File: config.mk
export PLATFORM = sky130hd
export DESIGN_NAME = baseline_subtract
export DESIGN_NICKNAME = d
export VERILOG_FILES = /design/src/rtl/baseline_subtract.sv
export SDC_FILE = /design/constraint.sdc
export NUM_CORES = 1
export LEC_CHECK = 0
export ABC_CLOCK_PERIOD_IN_PS = 4400
export BUFFER_PORTS_ARGS = -buffer_cell sky130_fd_sc_hd__buf_2
export CAP_MARGIN = 20
export CORE_ASPECT_RATIO = 0.7
export CORE_MARGIN = 4
export CORE_UTILIZATION = 60
export DETAILED_ROUTE_END_ITERATION = 7
export PLACE_DENSITY_LB_ADDON = 0.1
export SLEW_MARGIN = 10
export SYNTH_ARGS = -nofsm -noshare
export SYNTH_HDL_FRONTEND = slang
export SYNTH_SLANG_ARGS = --single-unit
File: constraint.sdc
create_clock -name clk -period 4.4 [get_ports clk]
set_clock_uncertainty 0.05 [all_clocks]
set_input_delay 0.88 -clock clk [delete_from_list [all_inputs] [get_ports clk]]
set_output_delay 0.88 -clock clk [all_outputs]
set_load 0.02 [all_outputs]
File: src/rtl/baseline_subtract.sv
`default_nettype none
// ============================================================================
//  Module   : baseline_subtract
//  Function : Latches the latest four-channel baseline and subtracts it from
//             each live 4x16-bit ADC sample word. Produces signed, saturated,
//             baseline-corrected samples after a 2-stage pipeline. Tracks the
//             age of the baseline and flags it as stale.
//  Options  : BL_SUB_ZS_EN - adds the zs_thresh input. Any corrected channel
//             with |value| < zs_thresh is forced to zero.
//  Revision : 1.0 - initial release
// ============================================================================
module baseline_subtract #(
    parameter int ADC_BIT     = 16,
    parameter int AGE_W       = 16,
    parameter int STALE_LIMIT = 4096
) (
    input  logic                 clk,
    input  logic                 rst,        // asynchronous, active low
    input  logic                 bl_valid,
    input  logic [4*ADC_BIT-1:0] bl_data,
    input  logic                 bl_freeze,
    input  logic                 in_valid,
    input  logic [4*ADC_BIT-1:0] din,
`ifdef BL_SUB_ZS_EN
    input  logic [ADC_BIT-1:0]   zs_thresh,
`endif
    output logic                 out_valid,
    output logic [4*ADC_BIT-1:0] dout,
    output logic                 bl_loaded,
    output logic                 bl_stale,
    output logic [AGE_W-1:0]     bl_age,
    output logic [AGE_W-1:0]     drop_cnt
);

    localparam int               c_NCH     = 4;
    localparam logic [AGE_W-1:0] c_STALE   = AGE_W'(STALE_LIMIT);
    localparam logic [AGE_W-1:0] c_CNT_MAX = '1;

    typedef enum logic [0:0] {
        S_NOBL = 1'b0,
        S_RUN  = 1'b1
    } state_t;

    state_t               r_state;
    state_t               w_stateNext;
    logic [4*ADC_BIT-1:0] r_bl;
    logic                 r_s1Valid;
    logic [4*ADC_BIT-1:0] w_word;
    logic                 w_blAccept;
    logic                 w_sampleRun;
    logic                 w_sampleDrop;

    // A frozen strobe is ignored entirely.
    assign w_blAccept   = bl_valid & ~bl_freeze;
    assign w_sampleRun  = in_valid & (r_state == S_RUN);
    assign w_sampleDrop = in_valid & (r_state == S_NOBL);
    assign bl_loaded    = (r_state == S_RUN);

    // State register.
    always_ff @(posedge clk or negedge rst) begin
        if (!rst) begin
            r_state <= S_NOBL;
        end else begin
            r_state <= w_stateNext;
        end
    end

    // The first accepted baseline starts the run. After that, the block stays running until reset.
    always_comb begin
        w_stateNext = r_state;
        case (r_state)
            S_NOBL:  if (w_blAccept) w_stateNext = S_RUN;
            S_RUN:   w_stateNext = S_RUN;
            default: w_stateNext = S_NOBL;
        endcase
    end

    // Baseline register. Samples arriving on the load cycle still see the old value.
    always_ff @(posedge clk or negedge rst) begin
        if (!rst) begin
            r_bl <= '0;
        end else if (w_blAccept) begin
            r_bl <= bl_data;
        end
    end

    // Per-channel datapath: subtract in stage 1, then saturate (and optionally suppress) before stage 2.
    for (genvar ch = 0; ch < c_NCH; ch++) begin : g_ch
        localparam int c_LO = ch * ADC_BIT;

        logic [ADC_BIT:0]   w_diffNow;
        logic [ADC_BIT:0]   r_diff;
        logic [ADC_BIT-1:0] w_sat;
        logic [ADC_BIT-1:0] w_chOut;

        assign w_diffNow = {1'b0, din[c_LO +: ADC_BIT]} - {1'b0, r_bl[c_LO +: ADC_BIT]};

        // Stage-1 difference register. It only updates on accepted samples.
        always_ff @(posedge clk or negedge rst) begin
            if (!rst) begin
                r_diff <= '0;
            end else if (w_sampleRun) begin
                r_diff <= w_diffNow;
            end
        end

        // The 17-bit difference overflows 16-bit signed exactly when its top two bits disagree.
        always_comb begin
            w_sat = r_diff[ADC_BIT-1:0];
            if (r_diff[ADC_BIT] != r_diff[ADC_BIT-1]) begin
                w_sat = r_diff[ADC_BIT] ? {1'b1, {(ADC_BIT-1){1'b0}}}
                                        : {1'b0, {(ADC_BIT-1){1'b1}}};
            end
        end

`ifdef BL_SUB_ZS_EN
        logic [ADC_BIT-1:0] w_abs;
        // Magnitude of the saturated value. Note that 0x8000 maps to 0x8000 as an unsigned value.
        assign w_abs   = w_sat[ADC_BIT-1] ? (~w_sat + 1'b1) : w_sat;
        assign w_chOut = (w_abs < zs_thresh) ? '0 : w_sat;
`else
        assign w_chOut = w_sat;
`endif

        assign w_word[c_LO +: ADC_BIT] = w_chOut;
    end

    // Pipeline valids and the output register. dout holds its value during gaps.
    always_ff @(posedge clk or negedge rst) begin
        if (!rst) begin
            r_s1Valid <= 1'b0;
            out_valid <= 1'b0;
            dout      <= '0;
        end else begin
            r_s1Valid <= w_sampleRun;
            out_valid <= r_s1Valid;
            if (r_s1Valid) begin
                dout <= w_word;
            end
        end
    end

    // Baseline age, drop counter and registered stale flag. Both counters saturate at all-ones.
    always_ff @(posedge clk or negedge rst) begin
        if (!rst) begin
            bl_age   <= '0;
            drop_cnt <= '0;
            bl_stale <= 1'b0;
        end else begin
            bl_stale <= (bl_age >= c_STALE);
            if (w_blAccept) begin
                bl_age <= '0;
            end else if (w_sampleRun && (bl_age != c_CNT_MAX)) begin
                bl_age <= bl_age + AGE_W'(1);
            end
            if (w_sampleDrop && (drop_cnt != c_CNT_MAX)) begin
                drop_cnt <= drop_cnt + AGE_W'(1);
            end
        end
    end

endmodule
`default_nettype wire

# Yosys cells after proc, flatten, opt, wreduce, memory -nomap -nowiden
# Index checks and enable logic that the tools add are counted.
totals:
  regBits: 232
  word_cells: 45
  inputBits: 133
  output_inout_bits: 99
op_classes:
  magnitude_cmp: 1
  n_eq_ne: 6
  muxes: 12
  n_bitwise: 5
  reduce_logical: 3
  addsub: 6
ops:
  columns: ["op", "count"]
  rows:
  - ["16-bit 2-to-1 mux", 10]
  - ["16-bit by 16-bit subtractor with 17-bit output", 4]
  - ["16-bit by 1-bit adder with 16-bit output (second input constant)", 2]
  - ["16-bit != test (second input constant)", 2]
  - ["16-bit by 13-bit greater-or-equal comparator with 1-bit output (second input constant)", 1]
  - ["1-bit != test", 4]
  - ["1-bit AND", 3]
  - ["1-bit logical AND", 2]
  - ["1-bit inverter", 2]
  - ["1-bit case mux with 2 select lines", 1]
  - ["2-bit nonzero test", 1]
  - ["1-bit 2-to-1 mux", 1]

# Logic depth before layout (Yosys ltp)
# Gate-level depths: netlist (run 1).
depth:
  depth_word: 4
  mapped_depth: 10
  depth_no_buf: 10

# Worst setup path before layout (run 1)
# No wires, ideal clock.
synth_path:
  kind: "input-to-reg"
  startpoint: "in din[48]"
  endpoint: "reg g_ch[3].r_diff[16]"
  required_time_ns: 4.240
  path_stages: 10
  setup_time_ns: 0.110
  t_arrival_ns: 2.645
  path_buffers: 0
  path_slack_ns: 1.595
  cell_sequence: "inv_1 > ha_1 > inv_1 > fa_1 > a211oi_1 > o21a_1 > nor3_1 > o211ai_1 > a21oi_1 > o41ai_1"
synth_between:
  elab_chain_len: 1
synth_lines:
  columns: ["element", "line_no", "rtl"]
  rows:
  - ["start, declared", "23", "input logic [4*ADC_BIT-1:0] din,"]
  - ["16-bit by 16-bit subtractor with 17-bit output", "96", "assign w_diffNow = {1'b0, din[c_LO +: ADC_BIT]} - {1'b0, r_bl[c_LO +: ADC_BIT]};"]
  - ["end signal, assigned", "103", "r_diff <= w_diffNow;"]
  - ["end, declared", "92", "logic [ADC_BIT:0] r_diff;"]
# No other way between the ends.
# A chain may end at the register's enable or synchronous reset.

# Worst setup path after layout (run 1)
# Same ends and word-level chain as after synthesis.

==> metrics.cfg, run 1 <==
[outcome]
status=finished, final reports clean

[yosys]
muxShareOfSynthArea_pct=0.730
synth_compound_area_share_pct=20.6
syn_area_um2=12200
synth_cells=1322
synthAdderAreaFrac_pct=8.37
yosys_register_bits=232
synth-xor-area-share_pct=4.03
netlist_top_cells_count=dfrtp_1 (232), nand2_1 (159), a21oi_1 (156)
synth_cell_types=64
yosys.area.top_type=dfrtp_1
synth_async_sr_flop_share_pct=100
synth_warnings=0
synth_flop_cell=dfrtp_1
synth-edff-count=0
synth_nets=1534
yosysMostFrequentCell=dfrtp_1
synth_top_cells_by_area=dfrtp_1 (48%), ha_1 (7.7%), a21oi_1 (6.4%), o21ai_0 (5.5%), nand2_1 (4.9%)
ys_seq_area_share_pct=47.7
synth_top_family_by_area=compound AO/OA/AOI/OAI gates
avgSynthCellArea_um2=9.21
synth_top_area_share_pct=47.7
synth-simple-area-share_pct=14.1

[cts]
numCtsBuffers=23
htreeDepth=1
cts_hold_buf=0
root_buffer=clkbuf_16
cts_sinks=232
postCtsSetupRepairBufs=0
clkTransAtPathRegs_ns=0.06
cts_tree=yes
clock_path_buffers=3
worstSkewPairLatency_ns=0.50
ctsResizeCount=0

[worst_setup_path]
cp_max_fo=4
max_stage_delay_ns=0.42
cp.buffers_inverters=3
cp-start-kind=primary input
cp_top_family=compound AO/OA/AOI/OAI gates
critical_path_required_ns=4.73
crit_chain=buf_2, inv_1, ha_1, inv_1, fa_1, a211oi_1, o21a_1, nor3_1, o211ai_1, a21oi_1, o41ai_1
slowest_stage=fa_1
arrival_ns=3.01
crit_type=primary input to flip-flop
end_kind=flip-flop
crit_top_cell=inv_1

[placement]
place.gp.congestion=0.868
place_area_um2=13600
io_buffers=231
hpwl_mm=21.3
pre_cts_ws_ns=1.25
dp_cells=1773

[cells_and_area]
synthToLayoutAreaGrowth_pct=17.7
nets=1740
drive_gt1_share_pct=19.5
layout.cells.non_filler=1813
design_area_um2=14300
final_util_pct=72.2

[timing]
relSlewSlack_pct=27.1
timing.final.crit_share_pct=60.9
setup_viol=0
final_hold_viol_count=0
fin_setup_tns_ns=0
slew_viol_final=0
hold_slack_ns=0.358
tightest_slew_ns=1.09
timing.final.ws_setup_ns=1.72
rsz0062_at_grt=false
period_minus_slack_ns=2.68
max_freq_mhz=373

[die]
io_pins=232
die_w_um=178
rows=43
die_h_um=127
initial_core_util_pct=61.3
die_area_um2=22700
core_um2=19900

[pwr]
p_switching_mw=2.69
power_frac_seq_pct=40.1
clkPwrFrac_pct=26.6
power_frac_comb_pct=33.3
vdd_drop_max_mv=0.373
power_mw=7.47
power_density_nw_per_um2=522
p_int_mw=4.78
leakage_nw=6.81
p_sw_share_pct=36.0

[routing]
routedWlPerCell_um=16.3
dr.pass1.iters=6
vias=10205
via_per_inst=5.63
drc=0
wl_mm=29.5
ant_nets=0
drtIter0Drc=828

[global_routing]
grt_pass1_wl_mm=48.6
antenna_found_initial=4
grt_usage_pct=26.0
grt_overflow_total=0
grt_pass1_vias=9822
grt_max_degree=113

[run]
cap_violations=0

[worst_hold_path]
min_path_type=primary input to asynchronous set/reset pin

[cell usage in the layout, fill, tap and decap left out, types with 12 or more instances in the layout]
master / count
o31ai_1: 12
nand3_1: 19
buf_2: 230
nand4_1: 17
a21o_1: 15
xor2_1: 22
dfrtp_1: 231
a211oi_1: 15
clkbuf_16: 23
o21a_1: 23
nand2_1: 158
nor2_1: 125
nor3_1: 18
inv_1: 88
ha_1: 75
o21ai_0: 134
a21oi_1: 156
xnor2_1: 34
[sequential cells by signal, indices dropped and copies added (netlist names)]
signal,count
bl_loaded,1
r_s1Valid,1
drop_cnt,16
g_ch.r_diff,68
dout,64
bl_stale,1
out_valid,1
bl_age,16
r_bl,64
[worst paths after layout]
kind	cells past startpoint	start	endpoint	slack [ns]
setup / recovery	11	din[48]	g_ch[3].r_diff[16]$_DFFE_PN0P_	1.72
hold / removal	1	rst	r_bl[21]$_DFFE_PN0P_	0.36
setup reg to reg	7	bl_loaded$_DFF_PN0_	bl_age[7]$_DFFE_PN0P_	1.81
hold reg to reg	1	g_ch[2].r_diff[4]$_DFFE_PN0P_	g_ch[2].r_diff[4]$_DFFE_PN0P_	0.43
max in group asynchronous	2	rst	g_ch[3].r_diff[16]$_DFFE_PN0P_	2.78
min in group clk	1	g_ch[2].r_diff[4]$_DFFE_PN0P_	g_ch[2].r_diff[4]$_DFFE_PN0P_	0.43
[power by group through the flow]
stage               logic, mW  clock network [mW]  registers (mW)
finish                   2.49                1.99            3.00
global route             2.77                2.12            3.07
CTS                      2.49                2.02            3.00
detailed placement       2.47                   0            3.03
global placement         2.41                   0            3.01
floorplan                1.37                   0            3.28
[routing by layer]
layer / routed length (µm) / GRT usage [%]
met1: 13800 / 39.6
met2: 12900 / 39.3
met3: 1980 / 4.11
met4: 740 / 6.59
met5: 37 / 0
[layout make-up]
cell class                      count  area, µm²
Multi-Input combinational cell    943       5830
Sequential cell                   232       5810
Fill cell                        1558       5520
Timing Repair Buffer              240       1260
Clock buffer                       31        646
Tap cell                          270        338
Inverter                           88        330
Clock inverter                      7        113
Antenna cell                        2       5.00
[cell families (layout without fill, tap and decap cells)]
family                     after synthesis  in the layout
AOI/OAI and AO/OA                      412            412
and+or+nand+nor                        388            388
DFF                                    232            232
buffers and inverters                  147            366
adders and majority gates               79             79
xor gates and xnor gates                56             56
muxes                                    8              8
other                                    0              2
No activity file was read; power rests on OpenSTA's default activity.
==> run 2: changes to the inputs <==
Settings changed: ABC_CLOCK_PERIOD_IN_PS 4400 to 2600, CORE_UTILIZATION 60 to 56.
Clock period 4.4 ns to 2.6 ns, I/O delays scaled along.
==> metrics.cfg, run 2 (same netlist as run 1, synthesis figures left out) <==
[timing]
timing.final.ws_setup_ns=0.157
slew_viol_final=0
relSlewSlack_pct=32.9
max_freq_mhz=409
period_minus_slack_ns=2.44
fin_setup_tns_ns=0
rsz0062_at_grt=true
timing.final.crit_share_pct=94.0
final_hold_viol_count=0
tightest_slew_ns=1.00
setup_viol=0

[cts]
clkTransAtPathRegs_ns=0.06
cts_tree=yes
worstSkewPairLatency_ns=0.51
postCtsSetupRepairBufs=0
cts_sinks=232
root_buffer=clkbuf_16
numCtsBuffers=24
clock_path_buffers=3
htreeDepth=1

[die]
rows=44
initial_core_util_pct=57.9
die_area_um2=24200
core_um2=21000
die_w_um=184
io_pins=232
die_h_um=131

[routing]
drc=0
via_per_inst=5.57
dr.pass1.iters=5
wl_mm=30.3
drtIter0Drc=718
vias=10292
ant_nets=0
routedWlPerCell_um=16.4

[placement]
place_area_um2=13800
hpwl_mm=21.5
place.gp.congestion=0.873
pre_cts_ws_ns=-0.248
io_buffers=231

[worst_setup_path]
cp_max_fo=4
r2r_slack_ns=0.16
cp-start-kind=flip-flop
ff2ff_path_depth=9
end_kind=flip-flop
critical_path_required_ns=2.96
arrival_ns=2.80
critPathCapture=g_ch[3].r_diff[16]$_DFFE_PN0P_
reg2reg_from=r_bl[48]$_DFFE_PN0P_
crit_type=flip-flop to flip-flop
worstSetupStartpoint=r_bl[48]$_DFFE_PN0P_
r2r-end=g_ch[3].r_diff[16]$_DFFE_PN0P_

[global_routing]
grt_overflow_total=0
antenna_found_initial=12
grt_pass1_wl_mm=49.1
grt_usage_pct=24.2
grt_max_degree=135
grt_pass1_vias=9744

[cells_and_area]
final_util_pct=69.9
nets=1760
multi_input_area_um2=5840
design_area_um2=14700
largest_reg_flops=68
drive_gt1_share_pct=20.9
layout_commonest_cell=dfrtp_1
regArea_um2=5810
final_cell_mix=dfrtp_1 (231), buf_2 (230), nand2_1 (158)
reg_top3=g_ch.r_diff (68), dout (64), r_bl (64)
synthToLayoutAreaGrowth_pct=20.8
regMostFlops=g_ch.r_diff
fillers=1728

[pwr]
power_frac_seq_pct=38.4
power_frac_comb_pct=32.3
p_int_mw=8.60
clkPwrFrac_pct=29.3
p_switching_mw=4.62
power_density_nw_per_um2=899
p_sw_share_pct=34.9
vdd_drop_max_mv=0.560
leakage_nw=6.99

[worst_hold_path]
min_path_type=primary input to flip-flop

[run]
cap_violations=0

[outcome]
status=finished, final reports clean

[run 2: area by class of cell]
class	instances	share of cell area (%)
Sequential cell	232	39.5
Tap cell	276	2.35
Clock inverter	11	1.41
Timing Repair Buffer	259	9.97
Clock buffer	32	4.70
Inverter	88	2.25
Antenna cell	8	0.136
Multi-Input combinational cell	943	39.7
[run 2: metrics by stage]
| step | hold slack [ns] | std cells | total power [mW] |
|---|---|---|---|
| 2_1_floorplan | 0.174 | 1322 | 7.87 |
| 3_3_place_gp | 0.411 | 1796 | 9.22 |
| 3_5_place_dp | 0.418 | 1797 | 9.34 |
| 4_1_cts | 0.137 | 1841 | 13.3 |
| 5_1_grt | 0.158 | 1848 | 14.0 |
| 6_report | 0.153 | 1849 | 13.2 |
[run 2: worst min path at each step]
stage	start	endpoint	slack (ns)	cells after the start
after floorplan	rst	bl_age[0]$_DFFE_PN0P_	0.17	0
after global placement	g_ch[0].r_diff[4]$_DFFE_PN0P_	g_ch[0].r_diff[4]$_DFFE_PN0P_	0.41	1
after detailed placement	g_ch[0].r_diff[4]$_DFFE_PN0P_	g_ch[0].r_diff[4]$_DFFE_PN0P_	0.42	1
after CTS	bl_data[3]	r_bl[3]$_DFFE_PN0P_	0.14	3
after global routing	bl_data[1]	r_bl[1]$_DFFE_PN0P_	0.16	3
final	bl_data[58]	r_bl[58]$_DFFE_PN0P_	0.15	3
[run 2: per-layer routing]
metal  wire length, µm  global-route usage [%]  vias to the layer above
met4               599                    5.09                       10
met5                59                       0                        -
met1             14400                    37.5                     4859
met2             13000                    35.2                      308
met3              2240                    5.36                       56
li1                  -                       -                     5059
[run 2: power groups by stage]
stage          combinational, mW  sequential (mW)  clock (mW)
6_report                    4.27             5.08        3.88
5_1_grt                     4.74             5.18        4.10
4_1_cts                     4.27             5.07        3.94
3_5_place_dp                4.22             5.12           0
3_3_place_gp                4.12             5.10           0
2_1_floorplan               2.32             5.55           0
[run 2: repair_timing]
| action | in CTS | in global routing |
|---|---|---|
| resized for setup | 0 | 3 |
| hold buffers | 1 | 0 |
| setup endpoints to repair | 0 | 3 |
| endpoints found under the hold margin | 62 | 0 |
[run 2: worst max-delay path, stage by stage, from the launching register on]
cell      delay, ns
dfrtp_1        0.35
ha_1           0.19
inv_1          0.06
fa_1           0.41
a211oi_2       0.30
o21a_2         0.25
nor3_1         0.09
o211ai_1       0.26
a21oi_1        0.12
o41ai_1        0.29
